`src/rtl/sram_pack_writer_if.sv`:
```
// Bus between the 9-bit sample source, the packing writer and the SRAM write stage.
// The master side drives samples and control; the slave side is the packing writer.
interface sram_pack_writer_if;
    logic        start;
    logic        in_valid;
    logic [8:0]  in_data;
    logic        in_ready;
    logic        flush;
    logic        ry;
    logic        we_n;
    logic [7:0]  w_addr;
    logic [31:0] write_data;
    logic        full;
    logic [8:0]  word_count;

    modport master (
        output start, in_valid, in_data, flush, ry,
        input  in_ready, we_n, w_addr, write_data, full, word_count
    );

    modport slave (
        input  start, in_valid, in_data, flush, ry,
        output in_ready, we_n, w_addr, write_data, full, word_count
    );
endinterface

```
`src/rtl/sram_pack_writer.sv`:
```
// Packs pairs of 9-bit samples into 32-bit SRAM words (low sample in [8:0],
// high sample in [17:9], upper bits zero) and writes them to consecutive
// addresses starting at BASE_ADDR until NUM_WORDS words have been written.
// A flush in the high-sample phase closes a half-filled word with a zero
// upper sample. Each word gets a single-cycle active-low write strobe, then
// the block waits for the SRAM ready before moving on.
module sram_pack_writer #(
    parameter logic [7:0] BASE_ADDR = 8'd0,
    parameter int         NUM_WORDS = 256
) (
    input  logic               clk,
    input  logic               rst_n,
    sram_pack_writer_if.slave  bus
);

    typedef enum logic [2:0] {
        ST_IDLE = 3'd0,
        ST_LO   = 3'd1,
        ST_HI   = 3'd2,
        ST_WR   = 3'd3,
        ST_WAIT = 3'd4,
        ST_FULL = 3'd5
    } state_t;

    // Count value held while the final word of the run is in flight.
    localparam logic [8:0] LAST_COUNT = 9'(NUM_WORDS - 1);

    state_t      state_q;
    logic [7:0]  addr_q;
    logic [17:0] data_q;
    logic [8:0]  count_q;
    logic        full_q;
    logic        we_n_q;
    logic        in_ready_q;

    logic        xfer_s;
    logic        last_word_s;

    // in_ready_q is high exactly in the two sample-collecting states, so it
    // doubles as the "this state accepts a sample" qualifier.
    assign xfer_s      = bus.in_valid & in_ready_q;
    assign last_word_s = (count_q == LAST_COUNT);

    // Packing FSM: state, address, word buffer, counters and all outputs are registered here.
    always_ff @(posedge clk) begin
        if (!rst_n) begin
            state_q    <= ST_IDLE;
            addr_q     <= BASE_ADDR;
            data_q     <= 18'd0;
            count_q    <= 9'd0;
            full_q     <= 1'b0;
            we_n_q     <= 1'b1;
            in_ready_q <= 1'b0;
        end else begin
            case (state_q)
                ST_IDLE, ST_FULL: begin
                    // Arm a new run; the word buffer keeps its old content
                    // until the first sample overwrites it.
                    if (bus.start) begin
                        state_q    <= ST_LO;
                        addr_q     <= BASE_ADDR;
                        count_q    <= 9'd0;
                        full_q     <= 1'b0;
                        in_ready_q <= 1'b1;
                        we_n_q     <= 1'b1;
                    end else begin
                        state_q    <= state_q;
                    end
                end

                ST_LO: begin
                    // Flush is meaningless with nothing captured, so only a transfer moves us on.
                    if (xfer_s) begin
                        data_q[8:0] <= bus.in_data;
                        state_q     <= ST_HI;
                    end else begin
                        state_q     <= ST_LO;
                    end
                end

                ST_HI: begin
                    // A real sample wins over flush when both arrive together.
                    if (xfer_s) begin
                        data_q[17:9] <= bus.in_data;
                        state_q      <= ST_WR;
                        in_ready_q   <= 1'b0;
                        we_n_q       <= 1'b0;
                    end else if (bus.flush) begin
                        data_q[17:9] <= 9'd0;
                        state_q      <= ST_WR;
                        in_ready_q   <= 1'b0;
                        we_n_q       <= 1'b0;
                    end else begin
                        state_q      <= ST_HI;
                    end
                end

                ST_WR: begin
                    // The strobe was raised on entry; drop it after one cycle.
                    we_n_q  <= 1'b1;
                    state_q <= ST_WAIT;
                end

                ST_WAIT: begin
                    // Address and data stay frozen until the SRAM acknowledges.
                    if (bus.ry) begin
                        count_q <= count_q + 9'd1;
                        if (last_word_s) begin
                            state_q <= ST_FULL;
                            full_q  <= 1'b1;
                        end else begin
                            addr_q     <= addr_q + 8'd1;
                            state_q    <= ST_LO;
                            in_ready_q <= 1'b1;
                        end
                    end else begin
                        state_q <= ST_WAIT;
                    end
                end

                default: begin
                    state_q    <= ST_IDLE;
                    full_q     <= 1'b0;
                    we_n_q     <= 1'b1;
                    in_ready_q <= 1'b0;
                end
            endcase
        end
    end

    assign bus.in_ready   = in_ready_q;
    assign bus.we_n       = we_n_q;
    assign bus.w_addr     = addr_q;
    assign bus.write_data = {14'd0, data_q};
    assign bus.full       = full_q;
    assign bus.word_count = count_q;

endmodule

```
`src/flat_wrapper.sv`:
```
// flat-port wrapper written by rule: the top's interface ports become plain ports
module sram_pack_writer_flat 
#(
    parameter logic [7:0] BASE_ADDR = 8'd0,
    parameter int         NUM_WORDS = 256
)
  (clk, rst_n, bus_start, bus_in_valid, bus_in_data, bus_flush, bus_ry, bus_in_ready, bus_we_n, bus_w_addr, bus_write_data, bus_full, bus_word_count);
  sram_pack_writer_if bus_i ();
  input  logic clk;
  input  logic rst_n;
  input wire logic [$bits(bus_i.start)-1:0] bus_start;
  input wire logic [$bits(bus_i.in_valid)-1:0] bus_in_valid;
  input wire logic [$bits(bus_i.in_data)-1:0] bus_in_data;
  input wire logic [$bits(bus_i.flush)-1:0] bus_flush;
  input wire logic [$bits(bus_i.ry)-1:0] bus_ry;
  output wire logic [$bits(bus_i.in_ready)-1:0] bus_in_ready;
  output wire logic [$bits(bus_i.we_n)-1:0] bus_we_n;
  output wire logic [$bits(bus_i.w_addr)-1:0] bus_w_addr;
  output wire logic [$bits(bus_i.write_data)-1:0] bus_write_data;
  output wire logic [$bits(bus_i.full)-1:0] bus_full;
  output wire logic [$bits(bus_i.word_count)-1:0] bus_word_count;
  assign bus_i.start = bus_start;
  assign bus_i.in_valid = bus_in_valid;
  assign bus_i.in_data = bus_in_data;
  assign bus_i.flush = bus_flush;
  assign bus_i.ry = bus_ry;
  assign bus_in_ready = bus_i.in_ready;
  assign bus_we_n = bus_i.we_n;
  assign bus_w_addr = bus_i.w_addr;
  assign bus_write_data = bus_i.write_data;
  assign bus_full = bus_i.full;
  assign bus_word_count = bus_i.word_count;
  sram_pack_writer #(.BASE_ADDR(BASE_ADDR), .NUM_WORDS(NUM_WORDS)) u_core (.clk(clk), .rst_n(rst_n), .bus(bus_i));
endmodule
```
`config.mk`:
```
export PLATFORM = sky130hd
export DESIGN_NAME = sram_pack_writer_flat
export DESIGN_NICKNAME = d
export VERILOG_FILES = /design/src/rtl/sram_pack_writer_if.sv /design/src/rtl/sram_pack_writer.sv /design/src/flat_wrapper.sv
export SDC_FILE = /design/constraint.sdc
export NUM_CORES = 1
export LEC_CHECK = 0
export ABC_AREA = 1
export BUFFER_PORTS_ARGS = -buffer_cell sky130_fd_sc_hd__buf_4
export CELL_PAD_IN_SITES_DETAIL_PLACEMENT = 0
export CELL_PAD_IN_SITES_GLOBAL_PLACEMENT = 1
export CORE_ASPECT_RATIO = 1.5
export CORE_MARGIN = 10
export CORE_UTILIZATION = 38
export CTS_CLUSTER_SIZE = 10
export DETAILED_ROUTE_END_ITERATION = 10
export GPL_TIMING_DRIVEN = 0
export MAX_ROUTING_LAYER = met4
export PLACE_DENSITY_LB_ADDON = 0.1
export SYNTH_ARGS = -nofsm -noshare
export SYNTH_HDL_FRONTEND = slang
export SYNTH_SLANG_ARGS = --single-unit
```
`constraint.sdc`:
```
create_clock -name clk -period 2.5 [get_ports clk]
set_input_delay 0.375 -clock clk [delete_from_list [all_inputs] [get_ports clk]]
set_output_delay 0.375 -clock clk [all_outputs]
set_load 0.05 [all_outputs]
```
==> flow_summary.yaml <==
sta:
  hold_viol: 0
  rsz0062_at_grt: "no"
  period_minus_slack_ns: 2.07
  worst_pin_slew_ns: 0.578
  finalSetupTns_ns: 0
  slew_viol_final: 0
  fmax_mhz: 482
  maxSlewHeadroom_pct: 61.5
  fin_skew_ns: 0.00554
  holdWs_ns: 0.337
  setup-violations-final: 0
  fin_crit_sh_pct: 83.0
detailed_routing:
  drt_iter0_markers: 49
  ant_nets: 0
  via_per_inst: 4.61
  first_pass_iters: 4
  finalWirelength_microns: 5490
  num_vias: 1961
  wire_per_inst_microns: 12.9
  drc: 0
finish:
  drive_above_1_share_pct: 27.5
  n_antenna_cell: 0
  fin_area_sq_um: 2680
  stdcell_count: 425
  areaGrowthSynthToFinish_pct: 29.5
  nets: 374
synth:
  ys_seq_area_share_pct: 39.7
  synth_cells: 284
  synth_cell_type_count: 28
  synth-seq-cells: 41
  netlist_area_sq_um: 2070
  syn_area_per_cell_sq_um: 7.28
  yosysWarnings: 0
outcome:
  status: "completed"
floorplanning:
  io_pins: 67
  row_count: 32
  coreArea_sq_um: 5200
  design.die.area_sq_um: 8850
  die_h_microns: 110
  initial_core_util_pct: 39.7
  die_w_microns: 80.2
cts:
  cts_hold_buf: 0
  cts_sinks: 41
  cts_tree: "yes"
  root_buffer: "clkbuf_8"
  cts_max_level: 2
  clk_path_buf_depth: 2
  insertion_delay_ns: 0.29
  cts_setup_buffers: 0
  cts_resized: 0
  cts_made_buffers: 5
  path_clk_slew_ns: 0.08
placed_design:
  dp_hpwl_microns: 4320
  gp_congestion: 0.835
  placed_cells: 417
  dpl_cell_area_sq_um: 2590
  io_buffers: 52
setup_path:
  r2r_start: "u_core.bus.word_count[0]"
  path_class: "reg2reg"
  cp_common_cell: "nor2_1"
  critPathLaunchType: "flop"
  timing.rr.end: "u_core.bus.w_addr[1]"
  cp_slowest_cell: "dfxtp_1"
  reg2reg_depth: 11
  worstPathRequired_ns: 2.69
  r2r_slack_ns: 0.43
  crit_arrival_ns: 2.26
  crit_buf_inv: 0
  cpPeakStageDelay_ns: 0.44
  critPathMaxFanout: 9
  endpoint_kind: "flop"
  cp_cell_sequence: "ha_1 > nand2_1 > nor2_1 > nand2_1 > nor2_1 > ha_1 > nand3_1 > nand2_4 > nor2_8 > o21ai_0 > nor2_1"
  crit_family: "simple AND/OR/NAND/NOR gates"
power:
  p_leak_nw: 1.19
  p_int_mw: 1.04
  seqPwrFrac_pct: 43.3
  ir_drop_mv: 0.415
  p_comb_share_pct: 30.8
  power_frac_clock_pct: 26.0
  switchingPower_mw: 0.622
  pwr_density_cell_nw_per_um2: 621
  sw_frac_of_total_pct: 37.4
grt:
  first_global_vias: 1900
  grt_pass1_wl_microns: 8910
  grt_usage_pct: 13.2
  grt_max_degree: 14
  antenna_found_initial: 0
  overflow: 0
run:
  cap_violations: 0
worst_hold_path:
  hold_path.class: "in2reg"
  hold_end: "u_core.data_q[6]"
  whs_path_depth: 3
  hp-start: "bus_in_data[6]"
sequential cells by signal (all words and copies together), names as in the netlist:
register               cells
u_core.bus.full            1
u_core.bus.in_ready        1
u_core.bus.w_addr          8
u_core.bus.we_n            1
u_core.bus.word_count      9
u_core.data_q             18
u_core.state_q             3
worst max path at each step:
| stage | startpoint | to | slack [ns] | cells after the start |
|---|---|---|---|---|
| 4_1_cts | u_core.bus.word_count[0] | u_core.bus.w_addr[0] | 0.40 | 12 |
| 3_3_place_gp | u_core.bus.word_count[0] | u_core.bus.w_addr[0] | 0.42 | 12 |
| 3_5_place_dp | u_core.bus.word_count[0] | u_core.bus.w_addr[0] | 0.42 | 12 |
| 6_report | u_core.bus.word_count[0] | u_core.bus.w_addr[1] | 0.43 | 11 |
| 5_1_grt | u_core.bus.word_count[0] | u_core.bus.w_addr[3] | 0.16 | 12 |
| 2_1_floorplan | u_core.bus.word_count[0] | u_core.bus.w_addr[1] | 0.35 | 11 |
cell families after synthesis:
| group | after synthesis | synth area share (%) |
|---|---|---|
| compound gates | 57 | 14.4 |
| fa+ha+maj | 3 | 1.82 |
| buf+inv | 43 | 11.3 |
| flops | 41 | 39.7 |
| other cells | 1 | 0.181 |
| simple gates | 139 | 32.7 |
placed cells by master (no fill, tap or decap):
cell,instances
nor2_4,1
a22oi_1,1
clkbuf_8,5
nor2_2,3
nand2_2,3
nand2_8,1
dfxtp_1,41
o21ai_1,5
o21bai_1,1
nand4_1,5
nand4_4,1
clkbuf_1,2
nand2_4,2
ha_1,3
a21oi_1,40
buf_6,2
o21ai_2,2
clkinvlp_4,1
nand3_1,15
inv_1,17
nand3b_1,2
o21ai_0,8
conb_1,14
nand2_1,69
clkinv_1,2
nor2_1,34
nand3_4,2
clkinv_2,2
nor2_8,1
buf_4,67
inv_2,5
stage by stage:
stage	worst slack [ns]	total power, mW	util, %
after detailed placement	0.416	1.25	49.8
final	0.425	1.66	51.5
after CTS	0.398	1.68	51.5
after global routing	0.157	1.75	51.5
after floorplan	0.354	1.13	-
after global placement	0.418	1.25	49.8
power by group through the flow:
| stage | Combinational (mW) | Sequential, mW | Clock [mW] |
|---|---|---|---|
| floorplan | 0.302 | 0.827 | 0 |
| global placement | 0.516 | 0.734 | 0 |
| detailed placement | 0.517 | 0.735 | 0 |
| CTS | 0.518 | 0.720 | 0.447 |
| global route | 0.564 | 0.723 | 0.466 |
| finish | 0.512 | 0.719 | 0.432 |
synthesized netlist by cell type:
library cell / n / area [sq um]
nand2_1: 69 / 259
dfxtp_1: 41 / 821
a21oi_1: 40 / 200
nor2_1: 34 / 128
inv_1: 17 / 63.8
buf_4: 15 / 113
nand3_1: 15 / 75.1
o21ai_0: 8 / 40.0
inv_2: 5 / 18.8
nand4_1: 5 / 31.3
o21ai_1: 5 / 25.0
ha_1: 3 / 37.5
nand2_2: 3 / 18.8
nor2_2: 3 / 18.8
buf_6: 2 / 22.5
clkbuf_1: 2 / 7.51
clkinv_1: 2 / 7.51
nand2_4: 2 / 22.5
nand3_4: 2 / 35.0
nand3b_1: 2 / 15.0
o21ai_2: 2 / 17.5
a22oi_1: 1 / 7.51
conb_1: 1 / 3.75
nand2_8: 1 / 20.0
nand4_4: 1 / 21.3
nor2_4: 1 / 11.3
nor2_8: 1 / 20.0
o21bai_1: 1 / 7.51
worst reg2reg max path: cells and delay by family (launching register included):
family | cells | cell delay (ns)
DFF | 1 | 0.44
and+or+nand+nor | 8 | 0.95
adders and majority gates | 2 | 0.42
AOI/OAI and AO/OA | 1 | 0.15
cell type report:
class	instances	area, sq um
Timing Repair Buffer	52	390
Multi-Input combinational cell	213	1060
Clock buffer	5	68.8
Inverter	24	90.1
Fill cell	557	2530
Tap cell	68	85.1
Buffer	19	143
Sequential cell	41	821
Clock inverter	3	17.5
layer usage:
layer	track usage (%)	share of wire, %	routed length, microns
met1	13.0	42	2300
met2	22.9	51	2780
met3	4.54	6.2	341
met5	-	0	0
met4	5.68	1.2	65
Note: power is estimated with default switching activity, not from simulation.
